File: config.mk
export PLATFORM = sky130hd
export DESIGN_NAME = instruction_fetch_unit
export DESIGN_NICKNAME = d
export VERILOG_FILES = /design/src/rtl/instruction_fetch_unit.sv
export SDC_FILE = /design/constraint.sdc
export NUM_CORES = 1
export LEC_CHECK = 0
export CAP_MARGIN = 5
export CORE_UTILIZATION = 40
export DETAILED_ROUTE_END_ITERATION = 10
export DONT_BUFFER_PORTS = 1
export SYNTH_ARGS = -nofsm -noshare
export SYNTH_HDL_FRONTEND = slang
export SYNTH_SLANG_ARGS = --single-unit
File: constraint.sdc
create_clock -name clk -period 1.6 [get_ports clk]
set_input_delay 0.16 -clock clk [delete_from_list [all_inputs] [get_ports clk]]
set_output_delay 0.16 -clock clk [all_outputs]
set_load 0.03 [all_outputs]
File: src/rtl/instruction_fetch_unit.sv
// instruction_fetch_unit
//   Program counter + instruction register for the 16-bit CPU. Issues fetches
//   to a synchronous instruction memory of fixed read latency MEM_LAT (1..3)
//   and buffers one extra fetch request while a read is in flight.
// Ports:
//   clk, rst          clock (rising edge), asynchronous active-high reset
//   pc_clr            clear PC to PC_RESET, abort any fetch (highest priority)
//   pc_ic             PC increment (wraps modulo 2^ADDR_W)
//   pc_ld, pc_ld_val  PC load (jump support)
//   ir_ld             fetch request from the control unit
//   i_addr, i_rd      instruction-memory read address / one-cycle read strobe
//   i_rdata           instruction-memory read data
//   ir, ir_valid      instruction register and its valid flag
//   pc                current program counter
//   busy              a fetch is in flight
module instruction_fetch_unit #(
  parameter int ADDR_W   = 8,
  parameter int DATA_W   = 16,
  parameter int MEM_LAT  = 1,
  parameter int PC_RESET = 0
) (
  input  logic              clk,
  input  logic              rst,
  input  logic              pc_clr,
  input  logic              pc_ic,
  input  logic              pc_ld,
  input  logic [ADDR_W-1:0] pc_ld_val,
  input  logic              ir_ld,
  output logic [ADDR_W-1:0] i_addr,
  output logic              i_rd,
  input  logic [DATA_W-1:0] i_rdata,
  output logic [DATA_W-1:0] ir,
  output logic              ir_valid,
  output logic [ADDR_W-1:0] pc,
  output logic              busy
);

  localparam logic [ADDR_W-1:0] PC_INIT  = ADDR_W'(PC_RESET);
  localparam logic [1:0]        LAT_INIT = 2'(MEM_LAT - 1);

  typedef enum logic {IDLE, READ} state_t;

  state_t            state;
  logic              pending;
  logic [1:0]        cnt;
  logic [ADDR_W-1:0] fetch_addr;

  // A fetch issues straight from IDLE in the request cycle so the memory sees
  // the address without an extra register stage.
  assign i_rd   = (state == IDLE) && (ir_ld || pending) && !pc_clr;
  assign i_addr = (state == READ) ? fetch_addr : pc;

  always_ff @(posedge clk or posedge rst) begin
    if (rst) begin
      pc         <= PC_INIT;
      ir         <= '0;
      ir_valid   <= 1'b0;
      busy       <= 1'b0;
      state      <= IDLE;
      pending    <= 1'b0;
      cnt        <= 2'd0;
      fetch_addr <= PC_INIT;
    end else begin
      if (pc_clr)     pc <= PC_INIT;
      else if (pc_ld) pc <= pc_ld_val;
      else if (pc_ic) pc <= pc + 1'b1;

      case (state)
        IDLE: begin
          if (pc_clr) begin
            pending <= 1'b0;
          end else if (ir_ld || pending) begin
            fetch_addr <= pc;           // pre-increment PC
            ir_valid   <= 1'b0;
            cnt        <= LAT_INIT;
            pending    <= 1'b0;
            busy       <= 1'b1;
            state      <= READ;
          end
        end
        READ: begin
          if (pc_clr) begin
            // abort: the in-flight data is dropped, ir_valid stays low
            pending <= 1'b0;
            busy    <= 1'b0;
            state   <= IDLE;
          end else begin
            if (ir_ld) pending <= 1'b1;  // one-deep; extra requests collapse
            if (cnt == 2'd0) begin
              ir       <= i_rdata;
              ir_valid <= 1'b1;
              busy     <= 1'b0;
              state    <= IDLE;
            end else begin
              cnt <= cnt - 2'd1;
            end
          end
        end
        default: state <= IDLE;
      endcase
    end
  end

endmodule
==> results.json <==
{
  "outcome": "complete, no violations",
  "grt_overflow": 0,
  "gp_congestion": 0.782,
  "slowest_stage": "or3b_2",
  "leakagePower_nw": 0.945,
  "fmax_mhz": 654,
  "synthToLayoutAreaGrowth_pct": 14.7,
  "yosys-top-cells-area": "dfrtp_1 55%, mux2_2 17%, mux2_4 4.3%",
  "via_per_inst": 5.61,
  "yosysTopAreaCell": "dfrtp_1",
  "pwr-share-comb": 0.163,
  "worstPathRequired_ps": 1760,
  "min_path_type": "input port to flop",
  "whs_ps": 7.53,
  "p_per_area_nw_per_um2": 1230,
  "grt_usage": 0.180,
  "hold_violations": 0,
  "clock-sinks": 38,
  "num_antenna_cells": 0,
  "num_rows": 23,
  "ys_top_cells_by_count": "38 x dfrtp_1, 27 x mux2_2, 9 x inv_1",
  "die_w_um": 68.0,
  "drt_first_pass_iters": 4,
  "fin_setup_tns_ps": 0,
  "finalClockSkew_ps": 3.47,
  "cts_tree": "done",
  "finalSetupViolCount": 0,
  "clk_latency_ps": 280,
  "ys_seq_elements": 38,
  "die_h_um": 68.0,
  "placed_area_um2": 1880,
  "avgSynthCellArea_um2": 13.1,
  "synth.net_count": 165,
  "top_level_ports": 65,
  "drt-initial-drc-count": 47,
  "drv_cap": 0,
  "cts.clk_slew.worst_paths_ps": 70,
  "antenna_found_initial": 0,
  "fin_nets": 182,
  "p_int_w": 0.00164,
  "crit_family": "simple AND/OR/NAND/NOR gates",
  "slew-limit-headroom": 0.648,
  "ir_drop_v": 0.000638,
  "ys.flop_type": "dfrtp_1",
  "cts-root-buf": "clkbuf_8",
  "seq_power_share": 0.580,
  "yosysUniqueCellTypes": 34,
  "swShare": 0.334,
  "critPathMaxStageDelay_ps": 500,
  "path_class": "flop to flop",
  "power_w": 0.00246,
  "synth_edf_count": 0,
  "synthesis.area_um2": 1740,
  "num_vias": 1116,
  "yosysWarnings": 0,
  "timing.final.crit_share": 0.956,
  "drive_gt1_frac": 0.356,
  "htree_levels": 2,
  "coreArea_um2": 4090,
  "postLayoutCellArea_um2": 2000,
  "fin_crit_ps": 1530,
  "grt_max_degree": 39,
  "cts_buffers": 5,
  "crit_buf_inv": 1,
  "wl_per_cell_um": 18.4,
  "startpoint_type": "flop",
  "grt_pass1_vias": 1134,
  "hpwl_um": 2550,
  "netlist_instances": 133,
  "synth_most_common_cell": "dfrtp_1",
  "tightestPinTransition_ps": 528,
  "port-buffer-count": 0,
  "worst_setup_path_end_kind": "flop",
  "clkPwrFrac": 0.257,
  "seq_area_frac_synth": 0.545,
  "grt_pass1_wl_um": 5870,
  "drt_wl_total_um": 3660,
  "power.switching_w": 0.000821,
  "synth.top_cell.area_share": 0.545,
  "clock_path_buffers": 2,
  "drtAntennaViolNets": 0,
  "path_cells": "inv_1 > ha_1 > or3b_2 > o311ai_0 > o21ai_1",
  "worstPathMaxFanout": 5,
  "async_reset_ff_frac": 1.00,
  "slew_viol_final": 0,
  "worstPathArrival_ps": 1690,
  "start_util": 0.427,
  "dieArea_um2": 4630,
  "remaining_drc_errors": 0,
  "grt_setup_unrepaired": "false",
  "final_core_util": 0.490
}
through the flow:
stage	setup WS, ps	cells
global placement	165	189
detailed placement	80.7	189
floorplan	70.4	133
finish	70.1	199
CTS	60.4	198
global route	1.16	199
registers in the layout, summed over array words and instances, names as in the netlist:
signal      flops
fetch_addr      8
pending         1
pc              8
cnt             2
ir_valid        1
state           1
ir             16
busy            1
power groups by stage:
stage	clock [W]	combinational [W]	sequential, W
CTS	0.000652	0.000405	0.00143
global placement	0	0.000379	0.00144
finish	0.000632	0.000401	0.00143
floorplan	0	0.000296	0.00144
detailed placement	0	0.000394	0.00145
global route	0.000690	0.000437	0.00145
layer usage:
layer | GRT usage | vias to the layer above | wire (um)
li1 | - | 511 | -
met1 | 0.222 | 559 | 1530
met2 | 0.275 | 38 | 1840
met3 | 0.0567 | 8 | 226
met4 | 0.104 | 0 | 63
met5 | 0 | - | 0
worst paths after layout:
| kind | depth (start not counted) | to | from | slack [ps] |
|---|---|---|---|---|
| min reg2reg | 1 | cnt[0]$_DFFE_PP0P_ | cnt[0]$_DFFE_PP0P_ | 490 |
| max | 5 | cnt[0]$_DFFE_PP0P_ | cnt[0]$_DFFE_PP0P_ | 70 |
| min | 1 | pc[4]$_DFFE_PP0P_ | pc_ld | 8 |
| max reg2reg | 5 | cnt[0]$_DFFE_PP0P_ | cnt[0]$_DFFE_PP0P_ | 70 |
| min in group asynchronous | 3 | ir[11]$_DFFE_PP0P_ | rst | 470 |
| max in group asynchronous | 3 | fetch_addr[4]$_DFFE_PP0P_ | rst | 800 |
what timing repair did:
item / 4_1_cts / 5_1_grt
resized for setup: 0 / 2
endpoints found under the setup margin: 0 / 2
hold endpoints to repair: 46 / 1
buffers inserted: 0 / 0
hold buffers: 3 / 1
cells by family after synthesis:
group,count (synthesis),share of synthesized area
AOI/OAI and AO/OA,16,0.0725
xor gates and xnor gates,3,0.0151
adders and majority gates,2,0.0143
buffers and inverters,15,0.0380
DFF,38,0.545
muxes,34,0.229
and+or+nand+nor,25,0.0861
worst reg2reg max path, delay by kind of cell, from the launching register on:
kind	cells	cell delay (ps)
AOI/OAI and AO/OA	2	250
adders and majority gates	1	220
buffers and inverters	1	60
DFF	1	370
and+or+nand+nor	1	500
cells in the final DEF, fill, tap and decap left out, drive strengths merged, types with 2 or more instances in the layout:
cell         Yosys  layout
a211oi           3       3
and4             2       2
buf              4      12
o21ai            2       2
a2111oi          4       4
dlygate4sd3      0       4
ha               2       2
nor2b            2       2
nand2            5       5
mux2            32      32
xor2             2       2
a311oi           2       2
and3             2       2
dfrtp           38      38
inv              9       9
and4b            2       2
nor2             6       6
clkbuf           2       6
mux2i            2       2
final cells by class:
class                   instances  area (um2)
repair buffers                 16         143
well taps                      50        62.6
clock buffers                   6        82.6
fillers                       380        2090
flip-flops and latches         38         951
multi-input cells              80         728
inverters                       9        33.8
(Power assumes the default switching activity.)
